## config.mk

```make
export PLATFORM = sky130hd
export DESIGN_NAME = cohort_utlb
export DESIGN_NICKNAME = d
export VERILOG_FILES = /design/src/rtl/dcp_pkg.sv /design/src/rtl/cohort_utlb_cam.sv /design/src/rtl/cohort_utlb.sv
export SDC_FILE = /design/constraint.sdc
export NUM_CORES = 1
export LEC_CHECK = 0
export ABC_AREA = 1
export CAP_MARGIN = 30
export CORE_MARGIN = 2
export CORE_UTILIZATION = 52
export DETAILED_ROUTE_END_ITERATION = 12
export PLACE_DENSITY_LB_ADDON = 0.3
export SLEW_MARGIN = 20
export SYNTH_ARGS = -nofsm -noshare
export SYNTH_HDL_FRONTEND = slang
export SYNTH_HIERARCHICAL = 1
export SYNTH_SLANG_ARGS = --single-unit
```

## constraint.sdc

```tcl
create_clock -name clk -period 1.8 [get_ports clk]
set_input_delay 0.54 -clock clk [delete_from_list [all_inputs] [get_ports clk]]
set_output_delay 0.54 -clock clk [all_outputs]
set_load 0.05 [all_outputs]
```

## src/rtl/dcp_pkg.sv

```systemverilog
// ============================================================================
// Module   : dcp_pkg
// Brief    : Shared Cohort tile types: page numbers and micro-TLB FSM states.
// Revision : 1.0
// ============================================================================
`ifndef DCP_VADDR
`define DCP_VADDR 32
`endif
`default_nettype none

package dcp_pkg;

  typedef logic [`DCP_VADDR-12-1:0] vpn_t;
  typedef vpn_t ppn_t;

  typedef enum logic [1:0] {
    IDLE = 2'd0,
    MISS = 2'd1,
    RESP = 2'd2
  } utlb_state_e;

endpackage

`default_nettype wire

```

## src/rtl/cohort_utlb_cam.sv

```systemverilog
// ============================================================================
// Module   : cohort_utlb_cam
// Brief    : Fully-associative tag compare with lowest-index hit/free encoders.
// Revision : 1.0
// ============================================================================
`ifndef DCP_VADDR
`define DCP_VADDR 32
`endif
`default_nettype none

module cohort_utlb_cam
  import dcp_pkg::*;
#(
  parameter int ENTRIES = 4,
  parameter int VPN_W   = `DCP_VADDR-12
) (
  input  logic [ENTRIES-1:0]                valid,
  input  logic [ENTRIES-1:0][VPN_W-1:0]     tags,
  input  logic [VPN_W-1:0]                  vpn,
  output logic                              hit,
  output logic [$clog2(ENTRIES)-1:0]        hit_idx,
  output logic [$clog2(ENTRIES)-1:0]        first_free,
  output logic                              any_free
);

  localparam int IDX_W = $clog2(ENTRIES);

  logic [ENTRIES-1:0] w_match;

  for (genvar gi = 0; gi < ENTRIES; gi++) begin : g_cmp
    assign w_match[gi] = valid[gi] && (tags[gi] == vpn);
  end

  // Descending scan so the lowest matching / free index wins.
  always_comb begin
    hit_idx    = '0;
    first_free = '0;
    for (int i = ENTRIES - 1; i >= 0; i--) begin
      if (w_match[i]) hit_idx = i[IDX_W-1:0];
      if (!valid[i])  first_free = i[IDX_W-1:0];
    end
  end

  assign hit      = |w_match;
  assign any_free = ~&valid;

endmodule

`default_nettype wire

```

## src/rtl/cohort_utlb.sv

```systemverilog
// ============================================================================
// Module   : cohort_utlb
// Brief    : Micro-TLB in front of the shared TLB port; one outstanding miss.
// Revision : 1.0
// ============================================================================
`ifndef DCP_VADDR
`define DCP_VADDR 32
`endif
`default_nettype none

module cohort_utlb
  import dcp_pkg::*;
#(
  parameter int ENTRIES = 4,
  parameter int VPN_W   = `DCP_VADDR-12
) (
  input  logic             clk,
  input  logic             rst_n,
  input  logic             flush,
  input  logic             req_valid,
  input  logic [VPN_W-1:0] req_vpn,
  output logic             req_ack,
  output logic [VPN_W-1:0] req_ppn,
  output logic             tlb_valid,
  output logic [VPN_W-1:0] tlb_vpn,
  input  logic             tlb_ack,
  input  logic [VPN_W-1:0] tlb_ppn,
  output logic [15:0]      hit_cnt,
  output logic [15:0]      miss_cnt
);

  localparam int IDX_W = $clog2(ENTRIES);

  utlb_state_e                  r_state, w_next;
  logic [ENTRIES-1:0]           r_valid;
  logic [ENTRIES-1:0][VPN_W-1:0] r_tag;
  logic [ENTRIES-1:0][VPN_W-1:0] r_ppn;
  logic [IDX_W-1:0]             r_ptr;
  logic                         r_drop;

  logic             w_hit, w_any_free;
  logic [IDX_W-1:0] w_hit_idx, w_first_free, w_victim;
  logic             w_lookup_hit, w_lookup_miss, w_fill, w_install;

  cohort_utlb_cam #(
    .ENTRIES (ENTRIES),
    .VPN_W   (VPN_W)
  ) u_cam (
    .valid      (r_valid),
    .tags       (r_tag),
    .vpn        (req_vpn),
    .hit        (w_hit),
    .hit_idx    (w_hit_idx),
    .first_free (w_first_free),
    .any_free   (w_any_free)
  );

  // A flush coinciding with a lookup must not return a translation it is invalidating.
  always_comb begin
    w_next        = r_state;
    w_lookup_hit  = 1'b0;
    w_lookup_miss = 1'b0;
    w_fill        = 1'b0;
    case (r_state)
      IDLE: begin
        if (req_valid) begin
          if (w_hit && !flush) begin
            w_lookup_hit = 1'b1;
            w_next       = RESP;
          end else begin
            w_lookup_miss = 1'b1;
            w_next        = MISS;
          end
        end
      end
      MISS: begin
        if (tlb_ack) begin
          w_fill = 1'b1;
          w_next = RESP;
        end
      end
      RESP:    w_next = IDLE;
      default: w_next = IDLE;
    endcase
  end

  assign w_install = w_fill && !r_drop && !flush;
  assign w_victim  = w_any_free ? w_first_free : r_ptr;

  always_ff @(posedge clk or negedge rst_n) begin
    if (!rst_n) r_state <= IDLE;
    else        r_state <= w_next;
  end

  always_ff @(posedge clk or negedge rst_n) begin
    if (!rst_n) begin
      req_ack   <= 1'b0;
      req_ppn   <= '0;
      tlb_valid <= 1'b0;
      tlb_vpn   <= '0;
      hit_cnt   <= '0;
      miss_cnt  <= '0;
      r_valid   <= '0;
      r_tag     <= '0;
      r_ppn     <= '0;
      r_ptr     <= '0;
      r_drop    <= 1'b0;
    end else begin
      req_ack <= w_lookup_hit || w_fill;
      if (w_lookup_hit) req_ppn <= r_ppn[w_hit_idx];
      if (w_fill)       req_ppn <= tlb_ppn;

      if (w_lookup_miss) begin
        tlb_valid <= 1'b1;
        tlb_vpn   <= req_vpn;
      end else if (w_fill) begin
        tlb_valid <= 1'b0;
      end

      if (w_lookup_hit)  hit_cnt  <= hit_cnt + 16'd1;
      if (w_lookup_miss) miss_cnt <= miss_cnt + 16'd1;

      if (w_fill)                         r_drop <= 1'b0;
      else if (r_state == MISS && flush)  r_drop <= 1'b1;

      if (flush) begin
        r_valid <= '0;
        r_ptr   <= '0;
      end else if (w_install) begin
        r_valid[w_victim] <= 1'b1;
        r_tag[w_victim]   <= tlb_vpn;
        r_ppn[w_victim]   <= tlb_ppn;
        if (!w_any_free) r_ptr <= r_ptr + 1'b1;
      end
    end
  end

endmodule

`default_nettype wire
```

==> metrics.txt <==
Critical Path Sink Type flip-flop; Mean Syn Cell Area 7.365 um^2; P per Cell Area ~1200 mW/mm^2; vias in the first global route 11.50k; fin crit period between 2 and 3 ns; Synthesized Nets about 1.6k; total track usage 32.28%; Worst slew margin 61.42%; first-pass GRT wire length ~60 mm; synthesis-to-layout area growth 51.90%; status finished, violations left; Area after DPL 0.01470 mm^2; Final setup viols 247; failing checks setup timing; layout cells sized above 1 30.49%; setup TNS -95.64 ns; fin nets between 1.5k and 2k; I/O pin cnt between 100 and 150; Die Area 0.02377 mm^2; crit-path max FO 14; max cap viols 0; Max Fclk between 300 and 400 MHz; Initial DRC Count 1593; Clk Latency, worst-skew pair 0.55 ns; worst path required time 2.23 ns; pin count of the biggest net entering global routing 48; Worst setup SP type flip-flop; #FFs+latches synth 243; critical path class flip-flop to flip-flop; RSZ-0062 raised after global routing yes; Core Box Area 0.02196 mm^2; routed via count 12.86k; final core occ 81.11%; gpl congestion approximately 0.96; chip width 154.2 um; post-synthesis cell area 0.01172 mm^2; number of antenna violations at the first check in global routing 1; worst vdd ir 1.098 mV; Leak 0.009067 uW; Vias/cell 5.969; most frequent cells in the layout nand2_1 (717), dfrtp_1 (240), buf_12 (105); Final Worst Setup Slack -0.7882 ns; final hold vios 0; drt pass-1 iters 8; commonest non-fill, non-tap cell in the layout nand2_1; Post-Layout Inst Area 0.01781 mm^2; H-tree depth 1; Starting Density 53.40%; CTS buffer count 27; Max Transition Viols Final 0; Min-Delay Path Class input pin to flip-flop; drc violations 0; # rows 54; Seq/Total Area, Yosys roughly half; Clk Tree Root Cell clkbuf_16; grt total ovfl 0; cell count after synthesis 1592; crit path DAT 3.01 ns; Netlist cell types 33; clk_skew roughly 0.013 ns; yosys warns 6; final wirelength 45.71 mm; CTS max path bufs 3; fill cell count between 1k and 1.5k; Die Ht 154.2 um; Final ANT Viol Nets 0; worst slew pin tran 0.5743 ns; port bufs 118; DR WL/cell between 20 and 25 um; clk sinks 243; clk slew on worst S/H paths 0.06 ns; dpl hpwl approximately 23 mm; period utilisation layout 143.8%; Setup Slack @ Placement -1.546 ns; CTS tree yes
[final cells by class]
type	count	area, um^2	share of cell area (%)
inverters	108	447.9	2.515
multi-input cells	1187	6018	33.79
repair buffers	285	4065	22.82
flip-flops and latches	243	6085	34.16
diodes	1	2.502	0.01405
well taps	280	350.3	1.967
clock inverters	15	96.34	0.5409
clock buffers	35	745.7	4.187
[Yosys cell counts (all sizes together)]
cell | n | area share [%]
nand2 | 853 | 27
dfrtp | 243 | 52
inv | 107 | 3.4
nor2 | 104 | 3.6
nand3 | 90 | 3.9
o21ai | 71 | 3.0
buf | 41 | 2.0
xnor2 | 18 | 1.3
clkbuf | 14 | 0.47
xor2 | 13 | 0.97
a21oi | 10 | 0.46
o22ai | 6 | 0.32
nand4 | 5 | 0.27
nor3 | 5 | 0.21
ha | 2 | 0.21
o211ai | 2 | 0.13
o21bai | 2 | 0.13
or2 | 2 | 0.11
a21boi | 1 | 0.064
clkinv | 1 | 0.032
nand3b | 1 | 0.064
o221ai | 1 | 0.075
[flip-flops by register name, indices dropped and copies added (netlist names)]
name       flops
r_drop         1
r_tag         80
tlb_valid      1
r_ptr          2
tlb_vpn       20
miss_cnt      16
req_ppn       20
r_state        2
r_valid        4
hit_cnt       16
r_ppn         80
req_ack        1
[repair_timing]
item                       in CTS  in global routing
hold endpoints to repair       37                  0
cloned                         10                 14
pin swaps                      59                 75
hold buffers                    1                  0
resized for setup             201                271
buffers inserted               27                 27
setup endpoints to repair     242                246
[cell families (layout without fill, tap and decap cells)]
logic type / count (synthesis) / in the layout / share of synthesized area [%]
AND/OR/NAND/NOR: 1060 / 1061 / 35.47
flip-flops: 243 / 243 / 51.86
buffers and inverters: 163 / 443 / 5.933
AO/OA/AOI/OAI: 93 / 93 / 4.204
XOR/XNOR: 31 / 31 / 2.316
adder cells (fa/ha/maj): 2 / 2 / 0.2134
other: 0 / 1 / 0
[where the power goes]
part | total, uW | switching [uW] | internal [uW]
registers | 8260 | 1600 | 6660
clock network | 5360 | 2420 | 2940
logic | 7760 | 4270 | 3500
[worst max-delay path, stage by stage, from the launching register on]
cell	delay, ns
dfrtp_1	0.42
nand2_1	0.12
nand2_1	0.09
nor2_1	0.19
nand2_1	0.10
nor2_1	0.14
nand2_2	0.10
nor2_2	0.11
nand2_2	0.08
a21oi_4	0.29
inv_4	0.13
buf_12	0.18
o21ai_1	0.20
nand2_1	0.10
nand2_1	0.12
nand3_1	0.09
[final timing paths]
kind                             from          end  slack (ns)  depth (start not counted)
setup / recovery            r_tag[62]   req_ppn[2]       -0.79                         15
hold / removal             req_vpn[4]   tlb_vpn[4]        0.29                          3
setup reg to reg            r_tag[62]   req_ppn[2]       -0.79                         15
hold reg to reg             r_ppn[44]    r_ppn[44]        0.48                          2
max in group asynchronous       rst_n    r_ppn[16]        0.68                          3
min in group asynchronous       rst_n  tlb_vpn[13]        0.49                          2
[metrics by stage]
step,instances,total power (uW),hold WS (ns)
CTS,2117,20360,0.3606
finish,2154,21380,0.2917
detailed placement,2032,14680,0.4533
global route,2154,22090,0.2900
global placement,2031,14500,0.4480
floorplan,1592,11130,0.2444
[routing by layer]
layer | up-vias | track usage (%) | wire length (um)
li1 | 5433 | - | -
met2 | 1029 | 52.53 | 21130
met4 | 0 | 10.77 | 3112
met3 | 309 | 5.637 | 5054
met5 | - | 0 | 0
met1 | 6086 | 44.21 | 16410
No activity file was read; power rests on OpenSTA's default activity.
